===== src/rtl/i2s_pkg.sv =====
// i2s_pkg -- shared constants and helpers for the I2S frame master/transmitter.
//   FRAME_BITS / HALF_BITS : 64-bit stereo frame, 32 bit slots per channel.
//   POSN_W                 : width of the frame position counter.
//   LEFT_MSB_POSN / RIGHT_MSB_POSN : frame positions carrying each channel's MSB.
//   slot_offset()          : distance of a frame position from its channel's MSB slot.
package i2s_pkg;

  localparam int FRAME_BITS     = 64;
  localparam int HALF_BITS      = 32;
  localparam int POSN_W         = 6;
  localparam int LEFT_MSB_POSN  = 1;
  localparam int RIGHT_MSB_POSN = 33;

  typedef logic [POSN_W-1:0] posn_t;

  // Offset of posn from the MSB slot of the channel it belongs to. Positions
  // before the MSB slot (0 and 32) wrap to 63, so they never look like data.
  function automatic posn_t slot_offset(input posn_t posn);
    if (posn >= posn_t'(HALF_BITS))
      return posn - posn_t'(RIGHT_MSB_POSN);
    else
      return posn - posn_t'(LEFT_MSB_POSN);
  endfunction

endpackage


===== src/rtl/i2s_clkgen.sv =====
// i2s_clkgen -- I2S frame timing master: prescaler, bit clock, word select,
// frame position and receiver sample strobe. Usable on its own by
// receiver-only designs.
// Ports:
//   ck, rst       : system clock, asynchronous active-high reset
//   sck           : bit clock, toggles every DIV ck
//   ws            : word select (0 = left half, 1 = right half), registered
//   frame_posn    : bit position in the 64-bit frame, advances on sck fall
//   sample        : one-ck strobe in the cycle sck goes high
//   fall          : combinational strobe, high in the cycle before sck falls
//   frame_start   : combinational strobe, high in the cycle before posn wraps 63->0
module i2s_clkgen
  import i2s_pkg::*;
#(
  parameter int DIV = 2
) (
  input  logic              ck,
  input  logic              rst,
  output logic              sck,
  output logic              ws,
  output logic [POSN_W-1:0] frame_posn,
  output logic              sample,
  output logic              fall,
  output logic              frame_start
);

  localparam int CNT_W = (DIV > 1) ? $clog2(DIV) : 1;
  localparam logic [CNT_W-1:0] CNT_LAST = CNT_W'(DIV - 1);

  logic [CNT_W-1:0]  div_cnt;
  logic              tc;
  logic [POSN_W-1:0] posn_next;

  assign tc          = (div_cnt == CNT_LAST);
  assign fall        = tc & sck;
  assign frame_start = fall && (frame_posn == POSN_W'(FRAME_BITS - 1));
  assign posn_next   = frame_posn + POSN_W'(1);

  always_ff @(posedge ck or posedge rst) begin
    if (rst) begin
      div_cnt    <= '0;
      sck        <= 1'b0;
      ws         <= 1'b0;
      frame_posn <= '0;
      sample     <= 1'b0;
    end else begin
      sample <= 1'b0;
      if (tc) begin
        div_cnt <= '0;
        sck     <= ~sck;
        if (!sck) begin
          sample <= 1'b1;
        end else begin
          frame_posn <= posn_next;
          ws         <= (posn_next >= POSN_W'(HALF_BITS));
        end
      end else begin
        div_cnt <= div_cnt + CNT_W'(1);
      end
    end
  end

endmodule


===== src/rtl/i2s_tx.sv =====
// i2s_tx -- I2S frame master and serial transmitter (standard I2S alignment,
// 64-bit stereo frame, MSB one bit after the ws transition).
// Ports:
//   ck, rst              : system clock, asynchronous active-high reset
//   in_valid / in_ready  : handshake into a one-deep holding register
//   in_left / in_right   : BITS-wide two's-complement sample pair
//   sck, ws, sd          : I2S bit clock, word select, serial data
//   frame_posn, sample   : frame timing shared with co-located receivers
//   underflow            : one-ck pulse when a frame starts with no pair held
// Parameters: BITS (2..31) sample width, DIV (>=1) ck per sck half period.
// Build option: define I2S_TX_REPEAT_EN to repeat the previous pair on
// underflow instead of sending zeros.
module i2s_tx
  import i2s_pkg::*;
#(
  parameter int BITS = 16,
  parameter int DIV  = 2
) (
  input  logic              ck,
  input  logic              rst,
  input  logic              in_valid,
  output logic              in_ready,
  input  logic [BITS-1:0]   in_left,
  input  logic [BITS-1:0]   in_right,
  output logic              sck,
  output logic              ws,
  output logic              sd,
  output logic [POSN_W-1:0] frame_posn,
  output logic              sample,
  output logic              underflow
);

  logic            fall;
  logic            frame_start;
  logic [BITS-1:0] hold_l;
  logic [BITS-1:0] hold_r;
  logic            hold_full;
  logic [BITS-1:0] shift_l;
  logic [BITS-1:0] shift_r;
  logic            armed;      // cleared by reset so the first wrap never flags underflow
  posn_t           posn_next;
  posn_t           offset;
  logic [BITS-1:0] word;
  logic [BITS-1:0] shifted;
  logic            sd_next;

  i2s_clkgen #(.DIV(DIV)) u_clkgen (
    .ck          (ck),
    .rst         (rst),
    .sck         (sck),
    .ws          (ws),
    .frame_posn  (frame_posn),
    .sample      (sample),
    .fall        (fall),
    .frame_start (frame_start)
  );

  // Serial bit for the position that becomes current at the next sck fall.
  // At the frame-start fall the new position is 0, which is never a data slot,
  // so the shift registers loading in that same cycle is harmless.
  always_comb begin
    posn_next = frame_posn + posn_t'(1);
    offset    = slot_offset(posn_next);
    word      = posn_next[POSN_W-1] ? shift_r : shift_l;
    shifted   = '0;
    sd_next   = 1'b0;
    if (offset < posn_t'(BITS)) begin
      shifted = word >> (posn_t'(BITS - 1) - offset);
      sd_next = shifted[0];
    end
  end

  always_ff @(posedge ck or posedge rst) begin
    if (rst) begin
      hold_l    <= '0;
      hold_r    <= '0;
      hold_full <= 1'b0;
      in_ready  <= 1'b1;
      shift_l   <= '0;
      shift_r   <= '0;
      sd        <= 1'b0;
      underflow <= 1'b0;
      armed     <= 1'b0;
    end else begin
      underflow <= 1'b0;

      if (fall)
        sd <= sd_next;

      if (frame_start) begin
        armed <= 1'b1;
        if (hold_full) begin
          shift_l <= hold_l;
          shift_r <= hold_r;
        end else begin
          underflow <= armed;
`ifdef I2S_TX_REPEAT_EN
          // Keep the last pair, except on the unarmed first wrap which sends zeros.
          if (!armed) begin
            shift_l <= '0;
            shift_r <= '0;
          end
`else
          shift_l <= '0;
          shift_r <= '0;
`endif
        end
      end

      // A transfer needs an empty holding register, so it never coincides with
      // the frame-start unload; a transfer in that cycle fills hold for the next frame.
      if (in_valid && in_ready) begin
        hold_l    <= in_left;
        hold_r    <= in_right;
        hold_full <= 1'b1;
        in_ready  <= 1'b0;
      end else if (frame_start && hold_full) begin
        hold_full <= 1'b0;
        in_ready  <= 1'b1;
      end
    end
  end

endmodule


===== config.mk =====
export PLATFORM = sky130hd
export DESIGN_NAME = i2s_tx
export DESIGN_NICKNAME = d
export VERILOG_FILES = /design/src/rtl/i2s_pkg.sv /design/src/rtl/i2s_clkgen.sv /design/src/rtl/i2s_tx.sv
export SDC_FILE = /design/constraint.sdc
export NUM_CORES = 1
export LEC_CHECK = 0
export ABC_AREA = 1
export CAP_MARGIN = 20
export CELL_PAD_IN_SITES_DETAIL_PLACEMENT = 1
export CELL_PAD_IN_SITES_GLOBAL_PLACEMENT = 2
export CORE_AREA = 2 2 144 76
export CTS_CLUSTER_DIAMETER = 150
export DETAILED_ROUTE_END_ITERATION = 8
export DIE_AREA = 0 0 146 78
export PLACE_DENSITY = 0.89
export SKIP_CTS_REPAIR_TIMING = 1
export SYNTH_ARGS = -nofsm -noshare
export SYNTH_HDL_FRONTEND = slang
export SYNTH_SLANG_ARGS = --single-unit
export TNS_END_PERCENT = 5

===== constraint.sdc =====
create_clock -name ck -period 4.6 [get_ports ck]
set_clock_uncertainty 0.05 [all_clocks]
set_input_delay 0.92 -clock ck [delete_from_list [all_inputs] [get_ports ck]]
set_output_delay 0.92 -clock ck [all_outputs]
set_load 0.01 [all_outputs]

==> results.ini <==
[status]
status=complete, no violations

[clock_network]
cts_tree=yes
insertion_delay_ps=350
htree_levels=3
cts_buffers=9
clockBufferDepth=2
cts_sinks=78
path_clk_slew_ps=60
clock-root-buffer=clkbuf_16

[synth]
ys.flop_type=dfrtp_1
ys_seq_area_share_pct=56.15
synth_top_area_share_pct=55.40
synth_area_sq_um=3478
ys_ff_latch=78
ys_top_cells_by_area=dfrtp_1, nand2_1, nand3_1
synthTopCellsByCount=nand2_1, dfrtp_1, nand3_1, inv_1, o21ai_0
synthesis.nets=447
postSynthAreaPerCell_sq_um=8.484
synth.distinct_cells=28
synth_most_common_cell=nand2_1
synth_enable_flop_cells=0
synth_top_area_cell=dfrtp_1
yosysWarnings=0
ys_async_sr_fraction_pct=100.0
netlist_instances=410

[floorplan]
die_area_sq_um=11390
io_pins=47
dieHeight_microns=78
start_util_pct=34.72
core-area_sq_um=10020
row_count=26
die_w_microns=146

[final_layout]
areaGrowthSynthToFinish_pct=26.55
drive_above_1_share_pct=7.642
fill_cells=1195
antenna_cells=0
nets=490
fin_area_sq_um=4402

[timing]
finalMaxSlewViolations=0
min_period_ps=2553
fmax_mhz=391.7
fin_tns_setup_ps=0
finalSetupViolations=0
tightest_slew_ps=900.7
relSlewSlack_pct=39.86
hold_viol_final=0
rsz0062_at_grt=no
fin_ws_ps=2047
min_period_over_period_pct=55.50

[placement]
port-buffer-count=46
place_area_sq_um=4053
place_congestion=0.7867
preCtsSetupSlack_ps=1623
dp_hpwl_microns=5953

[power_and_ir_drop]
p_leak_nw=2.098
power_mw=1.759
powerDensity_nw_per_um2=399.6
irDropWorstVdd_v=0.0001770

[critical_path]
worst-path-buf-inv=1
crit_required_ps=3630
regToRegSetupSlack_ps=2120
critPathSlowestCell=clkdlybuf4s50_1
critical_path_class=flip-flop to primary output
max_stage_delay_ps=620
endpoint_kind=primary output
start_kind=flip-flop
path_max_fanout=11
crit_family=buffers and inverters
arrival_ps=1580
crit_chain=clkdlybuf4s50_1

[detailed_routing]
first_pass_iters=4
drt-total-wl_microns=8722
wire_per_inst_microns=14.59
ant_nets=0
drt_iter0_drc=164
vias=2783
drc=0
viasPerCell=4.654

[grt]
antenna_found_initial=0
grt_overflow=0
grt_pass1_vias=2895
grt_max_degree=44
grt_use_total_pct=16.93
grt_pass1_wl_microns=15040

[flow_run]
cap_viol_max_count=0

[hold_path]
min_path_type=flip-flop to flip-flop

[layout make-up]
cell class                      instances  area (sq um)  area share [%]
Sequential cell                        78          1953           44.37
Multi-Input combinational cell        265          1250           28.40
Timing Repair Buffer                   52         525.5           11.94
Clock buffer                            9         225.2           5.117
Inverter                               47         176.4           4.008
Tap cell                              140         175.2           3.980
Clock inverter                          7         96.34           2.189
[registers in the layout, indices dropped and copies added (netlist names)]
| signal | flops |
|---|---|
| armed | 1 |
| in_ready | 1 |
| underflow | 1 |
| shift_r | 16 |
| u_clkgen.sample | 1 |
| sd | 1 |
| u_clkgen.div_cnt | 1 |
| hold_r | 16 |
| shift_l | 16 |
| hold_full | 1 |
| u_clkgen.sck | 1 |
| hold_l | 16 |
| u_clkgen.ws | 1 |
| u_clkgen.frame_posn | 5 |
[stage by stage]
step                      hold slack (ps)  cells  util [%]
final                               416.4    598     43.93
after global routing                451.1    598     43.93
after CTS                           418.7    597     43.66
after detailed placement            404.2    581     40.45
after global placement              393.0    581     40.45
after floorplan                     382.1    410         -
[where the power goes]
group          switching, mW  internal [mW]  total, mW
clock network          0.298          0.478      0.775
registers             0.0483          0.780      0.828
logic                 0.0836         0.0718      0.155
[cell families after synthesis]
family / after synthesis / share of synthesized area (%)
xor+xnor: 6 / 1.727
compound gates: 59 / 9.244
flops: 78 / 56.15
buf+inv: 67 / 7.914
simple gates: 198 / 24.24
fa+ha+maj: 2 / 0.7193
[layout by cell type (no fill, tap or decap), types with 2 or more instances in the layout]
| master | instances |
|---|---|
| inv_1 | 43 |
| dfrtp_1 | 77 |
| a21oi_1 | 6 |
| nand2_2 | 2 |
| o21bai_1 | 2 |
| o211ai_1 | 2 |
| xor2_1 | 2 |
| buf_4 | 5 |
| o21ai_1 | 5 |
| clkinv_2 | 2 |
| o21ai_0 | 37 |
| nand3_1 | 48 |
| bufinv_16 | 2 |
| inv_6 | 2 |
| nor2_1 | 8 |
| o22ai_1 | 5 |
| inv_2 | 4 |
| clkbuf_16 | 9 |
| xnor2_1 | 3 |
| clkdlybuf4s50_1 | 46 |
| nand2_1 | 136 |
| ha_1 | 2 |
[path summary, 6_finish.rpt]
| kind | startpoint | cells after the start | to |
|---|---|---|---|
| worst max-delay path | u_clkgen.frame_posn[2] | 1 | frame_posn[2] |
| worst min-delay path | armed | 2 | armed |
| worst max register to register | u_clkgen.frame_posn[0] | 9 | shift_l[9] |
| worst min register to register | armed | 2 | armed |
| max in group asynchronous | rst | 3 | shift_r[10] |
| min in group asynchronous | rst | 2 | hold_r[0] |
[per-layer routing]
metal | up-vias | track usage (%) | part of all wire, %
li1 | 1388 | - | -
met1 | 1335 | 23.82 | 52
met2 | 47 | 24.72 | 42
met3 | 13 | 5.294 | 4.1
met4 | 0 | 5.728 | 1.5
met5 | - | 0 | 0
Note: power is estimated with default switching activity, not from simulation.
